===== config.mk =====
export PLATFORM = sky130hd
export DESIGN_NAME = pc_fetch_flat
export DESIGN_NICKNAME = d
export VERILOG_FILES = /design/src/rtl/pc_fetch_if.sv /design/src/rtl/pc_fetch.sv /design/src/flat_wrapper.sv
export SDC_FILE = /design/constraint.sdc
export NUM_CORES = 1
export LEC_CHECK = 0
export BUFFER_PORTS_ARGS = -buffer_cell sky130_fd_sc_hd__buf_4
export CAP_MARGIN = 10
export CORE_ASPECT_RATIO = 1.25
export CORE_MARGIN = 1.5
export CORE_UTILIZATION = 30
export CTS_BUF_LIST = sky130_fd_sc_hd__clkbuf_16
export DETAILED_ROUTE_END_ITERATION = 8
export PLACE_DENSITY_LB_ADDON = 0.2
export SLEW_MARGIN = 25
export SYNTH_ARGS = -nofsm -noshare
export SYNTH_HDL_FRONTEND = slang
export SYNTH_SLANG_ARGS = --single-unit

===== constraint.sdc =====
create_clock -name clk -period 5.7 [get_ports clk]
set_input_delay 0.57 -clock clk [delete_from_list [all_inputs] [get_ports clk]]
set_output_delay 0.57 -clock clk [all_outputs]
set_load 0.03 [all_outputs]

===== src/rtl/pc_fetch_if.sv =====
// Instruction-memory request/grant/response channel between the fetch stage and imem.
// The fetch stage is the master; it issues the request and address, and memory answers with grant and read data.
interface pc_fetch_if;
  logic        req;
  logic [31:0] addr;
  logic        gnt;
  logic        rvalid;
  logic [31:0] rdata;

  modport master (
    output req,
    output addr,
    input  gnt,
    input  rvalid,
    input  rdata
  );

  modport slave (
    input  req,
    input  addr,
    output gnt,
    output rvalid,
    output rdata
  );
endinterface


===== src/rtl/pc_fetch.sv =====
// OTTER multi-cycle PC and instruction-fetch stage.
// It fetches one instruction per request/grant/response handshake, holds IR until commit, then selects the next PC.
module pc_fetch #(
  parameter logic [31:0] RESET_PC  = 32'h0000_0000,
  parameter logic [31:0] NOP_INSTR = 32'h0000_0013
) (
  input  logic        clk,
  input  logic        rst_n,
  pc_fetch_if.master  imem,
  input  logic [1:0]  i_pcsource,
  input  logic [31:0] i_jalr_tgt,
  input  logic [31:0] i_branch_tgt,
  input  logic [31:0] i_jal_tgt,
  input  logic        i_pc_write,
  output logic [31:0] o_ir,
  output logic        o_ir_valid,
  output logic [31:0] o_pc,
  output logic [31:0] o_pc_plus4,
  output logic [31:0] o_instret,
  output logic        o_misalign_err
);

  typedef enum logic [1:0] {
    ST_FETCH = 2'd0,
    ST_WAIT  = 2'd1,
    ST_HOLD  = 2'd2,
    ST_ERROR = 2'd3
  } state_t;

  state_t      r_state;
  logic [31:0] r_pc;
  logic [31:0] r_ir;
  logic        r_ir_valid;
  logic [31:0] r_instret;
  logic        r_err;

  state_t      w_state_nxt;
  logic [31:0] w_pc_nxt;
  logic [31:0] w_ir_nxt;
  logic        w_ir_valid_nxt;
  logic [31:0] w_instret_nxt;
  logic        w_err_nxt;
  logic [31:0] w_pc_plus4;
  logic [31:0] w_target;
  logic        w_unused_jalr_lsb;

  assign w_pc_plus4        = r_pc + 32'd4;
  assign w_unused_jalr_lsb = i_jalr_tgt[0];

  // JALR clears bit 0 of its target; this mirrors the RISC-V rule.
  always_comb begin
    w_target = w_pc_plus4;
    case (i_pcsource)
      2'b00:   w_target = w_pc_plus4;
      2'b01:   w_target = {i_jalr_tgt[31:1], 1'b0};
      2'b10:   w_target = i_branch_tgt;
      2'b11:   w_target = i_jal_tgt;
      default: w_target = w_pc_plus4;
    endcase
  end

  always_comb begin
    w_state_nxt    = r_state;
    w_pc_nxt       = r_pc;
    w_ir_nxt       = r_ir;
    w_ir_valid_nxt = r_ir_valid;
    w_instret_nxt  = r_instret;
    w_err_nxt      = r_err;
    case (r_state)
      ST_FETCH: begin
        if (imem.gnt) begin
          w_state_nxt = ST_WAIT;
        end
      end
      ST_WAIT: begin
        if (imem.rvalid) begin
          w_ir_nxt       = imem.rdata;
          w_ir_valid_nxt = 1'b1;
          w_state_nxt    = ST_HOLD;
        end
      end
      ST_HOLD: begin
        if (i_pc_write) begin
          w_ir_valid_nxt = 1'b0;
          w_instret_nxt  = r_instret + 32'd1;
          // A misaligned target still retires the instruction but parks the stage until reset.
          if (w_target[1:0] == 2'b00) begin
            w_pc_nxt    = w_target;
            w_state_nxt = ST_FETCH;
          end else begin
            w_err_nxt   = 1'b1;
            w_state_nxt = ST_ERROR;
          end
        end
      end
      ST_ERROR: begin
        w_state_nxt = ST_ERROR;
      end
      default: begin
        w_state_nxt = ST_ERROR;
      end
    endcase
  end

  always_ff @(posedge clk or negedge rst_n) begin
    if (!rst_n) begin
      r_state    <= ST_FETCH;
      r_pc       <= RESET_PC;
      r_ir       <= NOP_INSTR;
      r_ir_valid <= 1'b0;
      r_instret  <= 32'd0;
      r_err      <= 1'b0;
    end else begin
      r_state    <= w_state_nxt;
      r_pc       <= w_pc_nxt;
      r_ir       <= w_ir_nxt;
      r_ir_valid <= w_ir_valid_nxt;
      r_instret  <= w_instret_nxt;
      r_err      <= w_err_nxt;
    end
  end

  assign imem.req       = (r_state == ST_FETCH);
  assign imem.addr      = r_pc;
  assign o_ir           = r_ir;
  assign o_ir_valid     = r_ir_valid;
  assign o_pc           = r_pc;
  assign o_pc_plus4     = w_pc_plus4;
  assign o_instret      = r_instret;
  assign o_misalign_err = r_err;

endmodule

===== src/flat_wrapper.sv =====
// flat-port wrapper written by rule: the top's interface ports become plain ports
module pc_fetch_flat 
#(
  parameter logic [31:0] RESET_PC  = 32'h0000_0000,
  parameter logic [31:0] NOP_INSTR = 32'h0000_0013
)
  (clk, rst_n, i_pcsource, i_jalr_tgt, i_branch_tgt, i_jal_tgt, i_pc_write, o_ir, o_ir_valid, o_pc, o_pc_plus4, o_instret, o_misalign_err, imem_req, imem_addr, imem_gnt, imem_rvalid, imem_rdata);
  pc_fetch_if imem_i ();
  input  logic clk;
  input  logic rst_n;
  input  logic [1:0] i_pcsource;
  input  logic [31:0] i_jalr_tgt;
  input  logic [31:0] i_branch_tgt;
  input  logic [31:0] i_jal_tgt;
  input  logic i_pc_write;
  output logic [31:0] o_ir;
  output logic o_ir_valid;
  output logic [31:0] o_pc;
  output logic [31:0] o_pc_plus4;
  output logic [31:0] o_instret;
  output logic o_misalign_err;
  output wire logic [$bits(imem_i.req)-1:0] imem_req;
  output wire logic [$bits(imem_i.addr)-1:0] imem_addr;
  input wire logic [$bits(imem_i.gnt)-1:0] imem_gnt;
  input wire logic [$bits(imem_i.rvalid)-1:0] imem_rvalid;
  input wire logic [$bits(imem_i.rdata)-1:0] imem_rdata;
  assign imem_req = imem_i.req;
  assign imem_addr = imem_i.addr;
  assign imem_i.gnt = imem_gnt;
  assign imem_i.rvalid = imem_rvalid;
  assign imem_i.rdata = imem_rdata;
  pc_fetch #(.RESET_PC(RESET_PC), .NOP_INSTR(NOP_INSTR)) u_core (.clk(clk), .rst_n(rst_n), .imem(imem_i), .i_pcsource(i_pcsource), .i_jalr_tgt(i_jalr_tgt), .i_branch_tgt(i_branch_tgt), .i_jal_tgt(i_jal_tgt), .i_pc_write(i_pc_write), .o_ir(o_ir), .o_ir_valid(o_ir_valid), .o_pc(o_pc), .o_pc_plus4(o_pc_plus4), .o_instret(o_instret), .o_misalign_err(o_misalign_err));
endmodule

* Yosys cells after proc, flatten, opt, wreduce, memory -nomap -nowiden *
Cells that the tools add are included.

cells by class
  multiplexer cells = 9
  reductions and logical operators = 10
  eq/ne operators = 9
  bitwise gates (word level) = 1
  add/sub/neg operators = 2

operator list
  operator                                                          count
  32-bit one-hot mux with 4 select lines                            1
  32-bit by 1-bit adder with 32-bit output (second input constant)  1
  32-bit by 3-bit adder with 32-bit output (second input constant)  1
  3-bit AND reduction                                               4
  2-bit == test (second input constant)                             4
  2-bit two-way mux                                                 4
  2-bit one-hot mux with 4 select lines                             1
  2-bit zero test                                                   3
  2-bit by 1-bit == test with 1-bit output (second input constant)  2
  2-bit != test (second input constant)                             2
  2-bit AND reduction                                               2
  1-bit two-way mux                                                 2
  2-bit by 1-bit != test with 1-bit output (second input constant)  1
  1-bit one-hot mux with 2 select lines                             1
  2-bit nonzero test                                                1
  1-bit inverter                                                    1

word-level totals
  bits in registers = 100
  bits of input ports = 135
  word-level logic and storage cells = 37
  output and inout bits = 163

* Logic depth before layout (Yosys ltp) *
Gate-level depths: netlist of the first run.

  depth after elaboration = 6
  depth in mapped cells = 8

* Least setup slack after synthesis of the first run *
No wires, ideal clock.

  path kind = register to output
  from = reg u_core.r_pc[3] (netlist: u_core.imem.addr[3])
  to = out o_pc_plus4[30]
  setup slack = 2366 ps
  required time = 5130 ps
  path buffers = 1
  stages on the path, launching flop included = 7
  arrival = 2764 ps
  path through = dfrtp_1 > ha_1 > nand4_2 > or4_1 > buf_2 > or4_4 > xnor2_1

on the way
  cells in the longest elaborated chain, start to end = 1

ends and longest elaborated chain
  item                                      RTL line            source
  start, declared                           pc_fetch.sv:31      logic [31:0] r_pc;
  start signal, assigned                    pc_fetch.sv:115     r_pc <= w_pc_nxt;
  32-bit by 3-bit adder with 32-bit output  pc_fetch.sv:47      assign w_pc_plus4 = r_pc + 32'd4;
  end, declared                             flat_wrapper.sv:19  output logic [31:0] o_pc_plus4;

No other way between the ends.

* Worst setup path after layout of the first run *
  from = reg u_core.r_pc[2] (netlist: u_core.imem.addr[2])
  to = out o_pc_plus4[30]

The elaborated chain is that of the path after synthesis.

==> results of run 1 <==
==> registers in the layout, indices dropped and copies added (netlist names) <==
signal / flops
u_core.o_misalign_err: 1
u_core.o_ir_valid: 1
u_core.imem.addr: 32
u_core.o_instret: 32
u_core.o_ir: 32
u_core.r_state: 2
==> cells by family after synthesis <==
logic type | after synthesis | share of synthesized area (%)
buf+inv | 78 | 7.46
compound gates | 106 | 11.9
mux | 63 | 13.0
xor+xnor | 59 | 8.78
flops | 100 | 42.6
fa+ha+maj | 2 | 0.425
simple gates | 182 | 15.8
==> metrics by stage <==
stage                     cells  utilization (%)
after CTS                  1102             43.2
final                      1102             43.2
after floorplan             590                -
after global routing       1102             43.2
after global placement     1086             41.7
after detailed placement   1086             41.7
==> layer usage <==
layer / up-vias / track usage [%] / wire length, um
li1: 2565 / - / -
met1: 2531 / 21.4 / 7480
met2: 228 / 32.2 / 9650
met3: 24 / 4.64 / 1350
met4: 0 / 6.49 / 435
met5: - / 0 / 0
==> power breakdown <==
| group | switching (mW) | internal (mW) | total (mW) | leakage [nW] |
|---|---|---|---|---|
| Combinational | 1.26 | 0.844 | 2.11 | 2.59 |
| Clock | 0.294 | 0.303 | 0.597 | 0.139 |
| Sequential | 0.318 | 0.942 | 1.26 | 1.27 |
| Total | 1.87 | 2.09 | 3.96 | 4.00 |
==> cell usage in the layout, fill, tap and decap left out, types with 11 or more instances in the layout <==
cell | Yosys | final
xnor2_1 | 43 | 43
a21oi_1 | 23 | 23
nand2_1 | 48 | 48
xor2_1 | 16 | 16
dfrtp_1 | 97 | 97
nor2_1 | 37 | 36
mux2_2 | 46 | 46
nand3_1 | 25 | 25
mux2i_1 | 11 | 11
buf_4 | 37 | 301
nand4_1 | 15 | 15
o21ai_0 | 30 | 30
and3_1 | 12 | 12
==> final timing paths <==
path	to	depth (start not counted)	slack (ns)	from
setup reg to reg	u_core.imem.addr[30]$_DFFE_PN0P_	6	2.93	u_core.imem.addr[2]$_DFFE_PN0P_
max in group asynchronous	u_core.imem.addr[29]$_DFFE_PN0P_	2	4.29	rst_n
min in group clk	u_core.o_ir[28]$_DFFE_PN0P_	2	0.44	imem_rdata[28]
hold reg to reg	u_core.o_misalign_err$_DFFE_PN0P_	1	0.45	u_core.o_misalign_err$_DFFE_PN0P_
hold / removal	u_core.o_instret[19]$_DFFE_PN0P_	1	0.21	rst_n
setup / recovery	o_pc_plus4[30]	6	2.04	u_core.imem.addr[2]$_DFFE_PN0P_
==> worst max-delay path, stage by stage, from the launching register on <==
cell	delay, ns
dfrtp_1	0.44
ha_1	0.26
nand4_2	0.21
or4_1	0.80
or4_4	0.65
xnor2_1	0.18
buf_4	0.19
==> final cells by class <==
type                    instances  share of cell area, %
repair buffers                301                   27.0
inverters                       8                  0.359
flip-flops and latches        100                   30.0
well taps                     265                   3.97
clock inverters                 7                  0.659
multi-input cells             412                   35.3
clock buffers                   9                   2.70
==> results.yml, run 1 <==
worst_setup_path:
  required_ns: 5.13
  path_max_fanout: 8
  worstPathArrival_ns: 3.09
  setup.worst_path.class: "reg -> out"
  startpoint_type: "register"
  critPathCaptureType: "primary output"
clocking:
  cts_tree: "built"
  cts_hold_buf: 0
  ctsHtreeMaxLevel: 3
  clk_path_buf_depth: 2
  post-cts-setup-buffers: 0
  root_buffer: "clkbuf_16"
  cts_sinks: 100
  cts_resized: 0
  numCtsBuffers: 9
  clkLatencyLatePin_ns: 0.36
  cts.reportedPaths.clkPinSlew_ns: 0.07
place:
  place.gp.congestion: 0.793
  dpl_cell_area_sq_um: 8070
  hpwl_um: 14100
  io_buffers: 296
  dp_worst_setup_slack_ns: 2.48
route:
  drc_errors: 0
  wirelength_um: 18900
  vias_per_cell: 4.85
  drt_iter0_drc: 161
  vias: 5348
  dr.pass1.iters: 4
  antenna_left: 0
  avgRoutedWirePerCell_um: 17.2
die:
  io_pins: 298
  fp-row-count: 57
  core_area_sq_um: 19300
  dieArea_sq_um: 20500
  die-width_um: 128
  die_h_um: 160
  initial_core_util_pct: 30.4
final_layout:
  finalNetCount: 969
  n_fill_cell: 1925
  num_antenna_cells: 0
  area_growth_syn_to_layout_pct: 42.0
  regArea_sq_um: 2510
  fin_area_sq_um: 8360
  multi_input_area_sq_um: 2950
  drive_gt1_share_pct: 46.0
logic_synthesis:
  synthCells: 590
  synth_area_sq_um: 5880
  synth.most_common_cell: "dfrtp_1"
  yosys_warnings: 0
  avgSynthCellArea_sq_um: 9.97
  syn-num-nets: 727
  netlist_top_cells_count: "97 x dfrtp_1, 48 x nand2_1, 46 x mux2_2"
  yosys.area.top_type: "dfrtp_1"
  seq_area_frac_synth_pct: 42.6
  synthTopCellsByArea: "dfrtp_1 41%, mux2_2 8.8%, xnor2_1 6.4%"
  synth_top_area_share_pct: 41.3
  async_reset_ff_share_pct: 100
  synth_seq_cells: 100
  synthFlopType: "dfrtp_1"
  ys_types: 55
  synth_edf_count: 0
sta:
  max_slew_margin_pct: 47.3
  fin_ws_ns: 2.04
  clock_skew_ns: 0.0109
  finalHoldViolCount: 0
  worstMarginPinSlew_ns: 0.785
  layout_min_cycle_time_ns: 3.66
  hold_slack_ns: 0.207
  drv_slew: 0
  tns_ns: 0
  finalSetupViolations: 0
  timing.fmax_ghz: 0.273
  rsz0062_at_grt: "no"
  fin_crit_sh_pct: 64.2
run_status:
  status: "finished clean"
global_routing:
  grt_util_all_layers_pct: 18.3
  grt-ovfl-total: 0
  grt_pass1_vias: 5256
  antenna_found_initial: 0
  grt_max_degree: 61
  grt_pass1_wl_um: 28700
power_and_ir_drop:
  p_leak_nw: 4.00
  report.power.total_mw: 3.96
  ir_drop_mv: 0.261
  power.density_nw_per_um2: 474
min_path:
  hold_class: "in -> async"
job:
  maxCapViolCount: 0
No activity file was read; power rests on OpenSTA's default activity.
==> inputs of run 2 (changes only) <==
==> constraint.sdc (replaced) <==
create_clock -name clk -period 3.4 [get_ports clk]
set_input_delay 0.34 -clock clk [delete_from_list [all_inputs] [get_ports clk]]
set_output_delay 0.34 -clock clk [all_outputs]
set_load 0.03 [all_outputs]
==> results.yml, run 2 (synthesis results as in run 1) <==
global_routing:
  antenna_found_initial: 0
  grt_util_all_layers_pct: 18.8
  grt_max_degree: 67
  grt-ovfl-total: 0
  grt_pass1_wl_um: 29600
  grt_pass1_vias: 5323
final_layout:
  final_core_util_pct: 43.6
  fin_area_sq_um: 8440
  num_antenna_cells: 0
  mostFrequentLayoutCells: "309 x buf_4, 97 x dfrtp_1, 48 x nand2_1, 46 x mux2_2, 43 x xnor2_1"
  n_fill_cell: 1940
  final_common_cell: "buf_4"
  multi_input_area_sq_um: 2940
  fin_cells: 1110
  regArea_sq_um: 2510
  area_growth_syn_to_layout_pct: 43.4
  drive_gt1_share_pct: 46.4
  finalNetCount: 977
place:
  hpwl_um: 14600
  place.gp.congestion: 0.810
  dpl_cell_area_sq_um: 8130
  io_buffers: 296
  place_inst: 1094
worst_setup_path:
  slowest_stage: "or4_4"
  rr_startpoint: "u_core.imem.addr[2]$_DFFE_PN0P_"
  startpoint_type: "register"
  crit_chain: "ha_1, nand4_2, or4_4, or4_4, xnor2_1, buf_4"
  critPathCaptureType: "primary output"
  r2r-end: "u_core.imem.addr[30]$_DFFE_PN0P_"
  cpLargestDelayFamily: "simple AND/OR/NAND/NOR gates"
  path_depth: 6
  required_ns: 3.06
  cp_common_cell: "or4_4"
  max_stage_delay_ns: 0.66
  cp-startpoint: "u_core.imem.addr[2]$_DFFE_PN0P_"
  rr_worst_depth: 6
  critPathBufInv: 1
  rrSetupSlack_ns: 0.84
  critPathCapture: "o_pc_plus4[30]"
  worstPathArrival_ns: 2.86
  setup.worst_path.class: "reg -> out"
  path_max_fanout: 8
die:
  initial_core_util_pct: 30.4
  io_pins: 298
  dieArea_sq_um: 20500
  fp-row-count: 57
  core_area_sq_um: 19300
  die_h_um: 160
  die-width_um: 128
sta:
  tns_ns: 0
  rsz0062_at_grt: "no"
  worstMarginPinSlew_ns: 0.929
  clock_skew_ns: 0.00870
  layout_min_cycle_time_ns: 3.20
  max_slew_margin_pct: 38.0
  fin_crit_sh_pct: 94.2
  drv_slew: 0
  finalSetupViolations: 0
  timing.fmax_ghz: 0.312
  finalHoldViolCount: 0
route:
  dr.pass1.iters: 5
  avgRoutedWirePerCell_um: 17.3
  drc_errors: 0
  drt_iter0_drc: 273
  vias_per_cell: 4.87
  antenna_left: 0
  wirelength_um: 19200
  vias: 5411
clocking:
  clk_path_buf_depth: 2
  cts_tree: "built"
  cts_hold_buf: 0
  clkLatencyLatePin_ns: 0.35
  numCtsBuffers: 9
  cts_resized: 0
  ctsHtreeMaxLevel: 3
  cts.reportedPaths.clkPinSlew_ns: 0.08
  post-cts-setup-buffers: 0
  cts_sinks: 100
  root_buffer: "clkbuf_16"
power_and_ir_drop:
  p_leak_nw: 4.05
  ir_drop_mv: 0.425
  power.density_nw_per_um2: 800
  report.power.total_mw: 6.75
min_path:
  hold_class: "in -> async"
job:
  maxCapViolCount: 0
run_status:
  status: "finished clean"
-- run 2: worst reg2reg max path, delay by kind of cell, from the launching register on --
kind            cells  cell delay [ns]
simple gates        3             1.45
flops               1             0.46
compound gates      2             0.28
fa+ha+maj           1             0.26
-- run 2: layout make-up --
cell class,instances,area share (%)
Clock buffer,9,2.67
Clock inverter,7,0.934
Inverter,8,0.356
Multi-Input combinational cell,412,34.9
Sequential cell,100,29.7
Tap cell,265,3.93
Timing Repair Buffer,309,27.5
-- run 2: report_power, final --
| part | total, mW | switching, mW | leakage [nW] | internal (mW) |
|---|---|---|---|---|
| Combinational | 3.61 | 2.17 | 2.64 | 1.43 |
| Clock | 1.06 | 0.532 | 0.148 | 0.525 |
| Sequential | 2.08 | 0.503 | 1.27 | 1.58 |
-- run 2: how the worst min path moves through the flow --
stage,startpoint,to,slack [ns],depth (start not counted)
floorplan,rst_n,u_core.imem.addr[0]$_DFFE_PN0P_,0.04,0
global placement,u_core.o_misalign_err$_DFFE_PN0P_,u_core.o_misalign_err$_DFFE_PN0P_,0.44,1
detailed placement,u_core.o_misalign_err$_DFFE_PN0P_,u_core.o_misalign_err$_DFFE_PN0P_,0.45,1
CTS,rst_n,u_core.o_ir[26]$_DFFE_PN0P_,0.11,1
global route,rst_n,u_core.o_ir[26]$_DFFE_PN0P_,0.15,1
finish,rst_n,u_core.o_ir[24]$_DFFE_PN0P_,0.08,1
-- run 2: layer usage --
layer | vias to the layer above | global-route usage (%) | routed length (um)
li1 | 2589 | - | -
met1 | 2549 | 22.9 | 7710
met2 | 250 | 32.6 | 9710
met3 | 23 | 4.13 | 1430
met4 | 0 | 6.23 | 387
met5 | - | 0 | 0
-- run 2: stage by stage --
step,hold slack [ns],worst slack (ns)
finish,0.0846,0.196
global route,0.154,0.0472
CTS,0.111,0.0372
detailed placement,0.448,0.455
global placement,0.441,0.473
floorplan,0.0444,0.296
